<file path="src/rtl/signal_analyser_frame.sv">
// signal_analyser_frame
//   Per-channel audio analyser running on one system clock with a sample strobe.
//   Pitch path: hysteretic rising-zero-crossing detector, period counter in
//   samples, and band classification (low / mid / high / timeout).
//   Volume path: peak magnitude over a frame of FRAME_LEN samples, reported
//   with a 4-level volume code at the end of every frame.
//
// Ports
//   clk         in   system clock, all state changes on posedge
//   resetn      in   synchronous active-low reset (overrides read_ready)
//   left        in   signed sample, valid when read_ready=1
//   read_ready  in   sample strobe, one sample per high cycle
//   pitch       out  00 low, 01 mid, 10 high, 11 none/timeout
//   pitch_valid out  one-cycle pulse when pitch is updated
//   volume      out  volume code of the last completed frame
//   peak        out  peak magnitude of the last completed frame
//   frame_done  out  one-cycle pulse when volume/peak are updated
module signal_analyser_frame #(
   parameter int DATA_W     = 24,
   parameter int CNT_W      = 15,
   parameter int FRAME_LEN  = 800,
   parameter int HYST       = 4096,
   parameter int LOW_BOUND  = 60,
   parameter int HIGH_BOUND = 120
) (
   input  logic                     clk,
   input  logic                     resetn,
   input  logic signed [DATA_W-1:0] left,
   input  logic                     read_ready,
   output logic [1:0]               pitch,
   output logic                     pitch_valid,
   output logic [1:0]               volume,
   output logic [DATA_W-1:0]        peak,
   output logic                     frame_done
);

   localparam int FCNT_W = $clog2(FRAME_LEN);

   localparam logic signed [DATA_W-1:0] HYST_POS = DATA_W'(HYST);
   localparam logic signed [DATA_W-1:0] HYST_NEG = -HYST_POS;
   localparam logic signed [DATA_W-1:0] MOST_NEG = {1'b1, {(DATA_W-1){1'b0}}};
   localparam logic [DATA_W-1:0]        MAG_MAX  = {1'b0, {(DATA_W-1){1'b1}}};

   localparam logic [DATA_W-1:0] VOL3_TH = DATA_W'(1) << (DATA_W-2);
   localparam logic [DATA_W-1:0] VOL2_TH = DATA_W'(1) << (DATA_W-3);
   localparam logic [DATA_W-1:0] VOL1_TH = DATA_W'(1) << (DATA_W-4);

   localparam logic [CNT_W-1:0] CNT_ONE  = CNT_W'(1);
   localparam logic [CNT_W-1:0] CNT_MAX  = {CNT_W{1'b1}};
   localparam logic [CNT_W-1:0] CNT_NEAR = CNT_MAX - CNT_ONE;
   localparam logic [CNT_W:0]   LOW_P    = (CNT_W+1)'(LOW_BOUND);
   localparam logic [CNT_W:0]   HIGH_P   = (CNT_W+1)'(HIGH_BOUND);

   localparam logic [FCNT_W-1:0] FCNT_ONE  = FCNT_W'(1);
   localparam logic [FCNT_W-1:0] FCNT_LAST = FCNT_W'(FRAME_LEN-1);

   typedef enum logic {NEG = 1'b0, POS = 1'b1} xing_t;

   // Magnitude with the most negative code saturated to the largest positive.
   function automatic logic [DATA_W-1:0] sat_mag(input logic signed [DATA_W-1:0] x);
      if (!x[DATA_W-1])
         sat_mag = $unsigned(x);
      else if (x == MOST_NEG)
         sat_mag = MAG_MAX;
      else
         sat_mag = $unsigned(-x);
   endfunction

   function automatic logic [1:0] vol_code(input logic [DATA_W-1:0] pk);
      if (pk >= VOL3_TH)
         vol_code = 2'b11;
      else if (pk >= VOL2_TH)
         vol_code = 2'b10;
      else if (pk >= VOL1_TH)
         vol_code = 2'b01;
      else
         vol_code = 2'b00;
   endfunction

   function automatic logic [1:0] band(input logic [CNT_W:0] p);
      if (p > HIGH_P)
         band = 2'b00;
      else if (p >= LOW_P)
         band = 2'b01;
      else
         band = 2'b10;
   endfunction

   xing_t               state;
   logic [CNT_W-1:0]    cnt;
   logic                armed;
   logic [FCNT_W-1:0]   fcnt;
   logic [DATA_W-1:0]   runmax;

   logic [1:0]          pitch_p1;
   logic                pitch_vld_p1;
   logic [1:0]          volume_p1;
   logic [DATA_W-1:0]   peak_p1;
   logic                frame_vld_p1;

   // Stage 0: combinational view of the incoming sample
   logic [DATA_W-1:0]   mag_p0;
   logic [DATA_W-1:0]   pk_p0;
   logic                rise_p0;
   logic [CNT_W:0]      period_p0;

   always_comb begin
      mag_p0    = sat_mag(left);
      pk_p0     = (mag_p0 > runmax) ? mag_p0 : runmax;
      rise_p0   = (state == NEG) && (left >= HYST_POS);
      // One bit wider so a saturated counter still yields 2^CNT_W.
      period_p0 = {1'b0, cnt} + (CNT_W+1)'(1);
   end

   // Stage 1: registered state and outputs
   always_ff @(posedge clk) begin
      if (!resetn) begin
         state        <= NEG;
         cnt          <= '0;
         armed        <= 1'b0;
         fcnt         <= '0;
         runmax       <= '0;
         pitch_p1     <= 2'b11;
         pitch_vld_p1 <= 1'b0;
         volume_p1    <= 2'b00;
         peak_p1      <= '0;
         frame_vld_p1 <= 1'b0;
      end else begin
         pitch_vld_p1 <= 1'b0;
         frame_vld_p1 <= 1'b0;
         if (read_ready) begin
            case (state)
               NEG:     if (left >= HYST_POS) state <= POS;
               POS:     if (left <= HYST_NEG) state <= NEG;
               default: state <= NEG;
            endcase

            // A crossing takes priority over a simultaneous saturation.
            if (rise_p0) begin
               cnt   <= '0;
               armed <= 1'b1;
               if (armed) begin
                  pitch_p1     <= band(period_p0);
                  pitch_vld_p1 <= 1'b1;
               end
            end else if (cnt != CNT_MAX) begin
               cnt <= cnt + CNT_ONE;
               if (cnt == CNT_NEAR) begin
                  pitch_p1     <= 2'b11;
                  pitch_vld_p1 <= 1'b1;
                  armed        <= 1'b0;
               end
            end

            if (fcnt == FCNT_LAST) begin
               fcnt         <= '0;
               runmax       <= '0;
               peak_p1      <= pk_p0;
               volume_p1    <= vol_code(pk_p0);
               frame_vld_p1 <= 1'b1;
            end else begin
               fcnt   <= fcnt + FCNT_ONE;
               runmax <= pk_p0;
            end
         end
      end
   end

   assign pitch       = pitch_p1;
   assign pitch_valid = pitch_vld_p1;
   assign volume      = volume_p1;
   assign peak        = peak_p1;
   assign frame_done  = frame_vld_p1;

endmodule

</file>
<file path="config.mk">
export PLATFORM = sky130hd
export DESIGN_NAME = signal_analyser_frame
export DESIGN_NICKNAME = d
export VERILOG_FILES = /design/src/rtl/signal_analyser_frame.sv
export SDC_FILE = /design/constraint.sdc
export NUM_CORES = 1
export LEC_CHECK = 0
export CELL_PAD_IN_SITES_DETAIL_PLACEMENT = 1
export CELL_PAD_IN_SITES_GLOBAL_PLACEMENT = 2
export CORE_AREA = 2 2 121 123
export CTS_CLUSTER_SIZE = 28
export DETAILED_ROUTE_END_ITERATION = 10
export DIE_AREA = 0 0 123 125
export HOLD_SLACK_MARGIN = 0.06
export MAX_ROUTING_LAYER = met4
export PLACE_DENSITY_LB_ADDON = 0.1
export SKIP_LAST_GASP = 1
export SYNTH_ARGS = -nofsm -noshare
export SYNTH_HDL_FRONTEND = slang
export SYNTH_SLANG_ARGS = --single-unit
</file>
<file path="constraint.sdc">
create_clock -name clk -period 8 [get_ports clk]
set_input_delay 1.6 -clock clk [delete_from_list [all_inputs] [get_ports clk]]
set_output_delay 1.6 -clock clk [all_outputs]
set_load 0.02 [all_outputs]
</file>
Word-level counts from Yosys, hierarchy flattened
Cells that the tools add are included.
Widths: inputs -> output; s select.

cells by class
  $add $sub $neg = 4
  $lt $le $gt $ge = 8
  equality and inequality tests = 5
  multiplexer cells = 27
  bitwise operators = 1
  reductions and logical operators = 8

operators with widths
  kind                   number
  $mux 24                4
  $mux 15                2
  $eq 24x24->1 const B   1
  $ge 24x14->1 const B   1
  $ge 24x21->1 const B   1
  $ge 24x22->1 const B   1
  $ge 24x23->1 const B   1
  $gt 24x24->1           1
  $le 24x13->1 const B   1
  $neg 24->24            1
  $add 15x1->16 const B  1
  $ge 16x6->1 const B    1
  $gt 16x7->1 const B    1
  $mux 2                 8
  $add 15x1->15 const B  1
  $eq 15x15->1 const B   1
  $ne 15x15->1 const B   1
  $mux 1                 11
  $add 10x1->10 const B  1
  $eq 10x10->1 const B   1
  $mux 10                1
  $reduce_and 2->1       3
  $reduce_and 4->1       1
  $reduce_bool 2->1      2
  other kinds (5)        5

word-level totals
  bits in registers = 81
  bits of input ports = 27
  output and inout port bits = 30
  word-level logic and storage cells = 63

Longest topological paths before layout
  depth after elaboration = 9
  gate-level depth with buffers = 18
  depth with buffers taken out = 15

Worst setup path after synthesis
Ideal clock, no wire load.

  path type = input to register
  start = input port left[0]
  end = register runmax[21]
  setup time = 60 ps
  data arrival time = 5156 ps
  data required time = 7940 ps
  setup slack = 2784 ps
  stages = 17
  cells stage by stage = inv_1 ha_1 nor3b_1 nand4_1 or3_1 clkbuf_1 nor3b_1 a21oi_1 ha_1 nand4_1 or4_1 or3_4 and2_4 buf_6 a21oi_4 buf_6 a22o_1

between the ends
  word-level cells in the longest chain between the ends = 6
  elaborated cells between the ends (all ways) = 7
  those cells by class = add/sub: 1; order compare: 1; eq/ne: 1; mux: 4

ends and longest elaborated chain
  item                                         RTL line  source
  start, declared                              28        input logic signed [DATA_W-1:0] left,
  $neg 24->24 or $eq 24x24->1 (tied branches)  66, 63
  $mux 24                                      63        else if (x == MOST_NEG)
  $mux 24 *                                    61        if (!x[DATA_W-1])
  $gt 24x24->1                                 109       pk_p0 = (mag_p0 > runmax) ? mag_p0 : runmax;
  $mux 24 *                                    109
  $mux 24 *                                    155       if (fcnt == FCNT_LAST) begin
  end signal, assigned                         163       runmax <= pk_p0;
  end, declared                                93        logic [DATA_W-1:0] runmax;

Mark *: on every way between the ends. The rest lies on a longest branch, timed or not.
A chain may end at the register's enable or synchronous reset.

Final worst setup path
  start = input port left[0]
  end = register runmax[13]

Same word-level chain as after synthesis.

==> metrics.md <==
| Metric | Value |
|---|---|
| CP Data Required Time | approximately 8300 ps |
| H-tree levels | 3 |
| Flop pwr share | between 40% and 50% |
| Pre-Repair DR Iteration Count | 4 |
| First-pass GRT wire length | between 20,000 and 25,000 µm |
| Fin crit period | around 6300 ps |
| TritonCTS clock tree | built |
| Post-synth EDFFs | 0 |
| #FFs+latches synth | 81 |
| DR vias/cell | 5.61 |
| Clock share of power | 41.1% |
| Leakage power | around 0.0022 µW |
| Unique cell type count in the Yosys netlist | 70 |
| Ys flop type | dfxtp_1 |
| Register area | around 1600 µm² |
| Critical Path AT | roughly 6600 ps |
| Maximum vdd drop | approximately 100 µV |
| Initial core utilization | a little over a third |
| Placeable Area | about 14,000 µm² |
| Final Util | between 40% and 50% |
| WS Path Type | in -> reg |
| Clock buffer depth | 2 |
| Layout area overhead | 19.3% |
| Fill cells | roughly 1,800 |
| DP Wirelength | 11,100 µm |
| Gpl congestion | just under 0.9 |
| Crit. End Element | flop |
| Fin Clk Skew | ~10 ps |
| Ys async rst share | 0% |
| Number of global-route vias before repair | 4,908 |
| Initial drt markers | slightly below 300 |
| Max_slew headroom | 30.7% |
| Routed len/inst | between 15 and 20 µm |
| Clock Latency Late Sink | between 300 and 400 ps |
| Worst-path clk slew | about 60 ps |
| Worst-margin pin slew | ~1000 ps |
| TritonCTS Buffers | 9 |
| Die Y | ~130 µm |
| Setup violators final | 0 |
| All-Layer GR Usage | between 20% and 30% |
| Sw power | ~300 µW |
| IO Pins | 57 |
| Die W | between 100 and 150 µm |
| Post-CTS Setup Bufs | 0 |
| Hold Fails Final Rpt | 0 |
| Sequential share of the synthesized area | approximately 33% |
| Synthesized cell area | a little under 5000 µm² |
| Root buf cell | clkbuf_16 |
| Max-cap violations | 0 |
| Max-slew violations | 0 |
| Nets@finish | between 700 and 800 |
| Layout cell share with drive strength beyond 1 | under 10% |
| PnR Total Power | roughly 1100 µW |
| Largest net degree at the start of global routing | 39 |
| Internal power | ~770 µW |
| Drc violations | 0 |
| Synth warn | 0 |
| Remaining Overflow, GRT | 0 |
| # clock sinks | 81 |
| Syn Nets | just under 700 |
| Final ANT Viol Nets | 0 |
| Vias | around 4,800 |
| Cts hold-fix bufs | 0 |
| Critical Path Start Type | input port |
| Mapped Cells | between 600 and 700 |
| Combinational power share | 18.6% |
| Fin Setup TNS | 0 ps |
| Cell row count | 44 |
| Fin crit share | 79.2% |
| RSZ-0062 raised after global routing | false |
| Crit-path max FO | 24 |
| N_diodes | 0 |
| F_max | about 0.16 GHz |
| Die area | between 15,000 and 20,000 µm² |
| Worst Hold Class | reg -> reg |
| Multi-input logic area | just over 3000 µm² |
| Switch share | 28.4% |
| PostCTS Resize Cnt | 0 |
| IO Port Bufs | 56 |
| Pwr/cell area | ~180 nW/µm² |
| Antenna violations before repair | 0 |
| Syn_area_per_cell | slightly below 8 µm² |
| Routed wire length | roughly 15,000 µm |
| Outcome | complete, no violations |
## sequential cells by signal, summed over array words and instances, names as in the netlist, 2 cells and up
| register | cells |
|---|---|
| fcnt | 10 |
| runmax | 24 |
| cnt | 15 |
| volume | 2 |
| pitch | 2 |
| peak | 24 |
## placed cells by master (no fill, tap or decap), types with 3 or more instances in the layout
master / synthesis / routed
a21o_1: 3 / 3
nand2_1: 96 / 96
a22o_1: 25 / 25
o211ai_1: 4 / 4
a21oi_1: 28 / 28
buf_4: 1 / 4
nand4_1: 21 / 21
nor2_1: 42 / 42
mux2i_1: 5 / 5
o41ai_1: 5 / 5
xor2_1: 19 / 19
dfxtp_1: 81 / 81
a32oi_1: 3 / 3
inv_1: 36 / 36
nor3_1: 21 / 21
nand3_1: 29 / 29
and3_1: 5 / 5
a311oi_1: 5 / 5
nor4_1: 3 / 3
clkbuf_16: 0 / 9
clkbuf_1: 27 / 3
nand4b_1: 3 / 3
o31ai_1: 4 / 4
o211a_1: 4 / 4
a31oi_1: 18 / 18
ha_1: 29 / 29
xnor2_1: 5 / 5
o21ai_0: 39 / 39
clkdlybuf4s50_1: 0 / 56
or3_1: 4 / 4
and2_1: 5 / 5
## synth_stat cells, types with 4 or more instances
cell type / number / area share (%)
mux2i_1: 5 / 1.0
o21ai_0: 39 / 3.9
xnor2_1: 5 / 0.88
a21oi_1: 28 / 2.8
xor2_1: 19 / 3.4
a31oi_1: 18 / 2.3
a311oi_1: 5 / 0.88
buf_6: 5 / 1.1
o31ai_1: 4 / 0.61
nor3_1: 21 / 2.1
or3_1: 4 / 0.50
and3_1: 5 / 0.63
ha_1: 29 / 7.3
inv_1: 36 / 2.7
nand4_1: 21 / 2.6
nand2_1: 96 / 7.3
and2_1: 5 / 0.63
nor2_1: 42 / 3.2
a22o_1: 25 / 4.4
dfxtp_1: 81 / 33
o211ai_1: 4 / 0.61
clkbuf_1: 27 / 2.0
nand3_1: 29 / 2.9
o211a_1: 4 / 0.81
o41ai_1: 5 / 0.88
## cells by family (layout without fill, tap and decap cells)
logic type,count (synthesis),in the layout,share of synthesized area [%]
and+or+nand+nor,251,251,25.3
AOI/OAI and AO/OA,165,165,22.9
DFF,81,81,32.7
buffers and inverters,72,112,6.31
adders and majority gates,29,29,7.32
xor gates and xnor gates,24,24,4.24
muxes,6,6,1.24
## final cells by class
cell class	instances	share of cell area [%]
Tap cell	184	3.89
Timing Repair Buffer	60	9.98
Clock inverter	4	1.31
Clock buffer	12	4.00
Multi-Input combinational cell	475	51.1
Inverter	36	2.28
Sequential cell	81	27.4
## layer usage
metal	global-route usage, %	up-vias	wire (µm)
met2	34.6	83	7410
li1	-	2371	-
met1	26.2	2316	7000
met4	4.75	0	130
met5	-	-	0
met3	2.74	10	497
## power groups by stage
stage	clock network, µW	logic (µW)	registers [µW]
5_1_grt	472	224	433
3_5_place_dp	0	200	439
2_1_floorplan	0	141	436
3_3_place_gp	0	193	439
6_report	441	199	431
4_1_cts	454	202	431
## per-stage QoR
step / setup slack, ps / cell area (µm²) / hold slack, ps / std cells
2_1_floorplan: 2780 / 4960 / 432 / 628
3_3_place_gp: 1530 / 5600 / 443 / 836
3_5_place_dp: 1310 / 5600 / 450 / 836
4_1_cts: 1640 / 5920 / 466 / 852
5_1_grt: 1210 / 5920 / 493 / 852
6_report: 1670 / 5920 / 460 / 852
## worst max-delay path: stages
cell	delay, ps
clkdlybuf4s50_1	440
inv_1	120
ha_1	200
nor3b_1	360
nand4_1	280
or3_1	640
nor3b_1	230
a21oi_1	250
ha_1	230
nand4_1	140
or4_1	540
or3_4	420
and2_4	270
a21oi_4	610
a22o_1	250
## worst paths after layout
kind | startpoint | end | slack [ps] | depth (start not counted)
worst max-delay path | left[0] | runmax[13] | 1670 | 15
worst min-delay path | peak[14] | peak[14] | 460 | 2
worst max register to register | runmax[22] | runmax[13] | 4830 | 8
worst min register to register | peak[14] | peak[14] | 460 | 2
(Power assumes the default switching activity.)
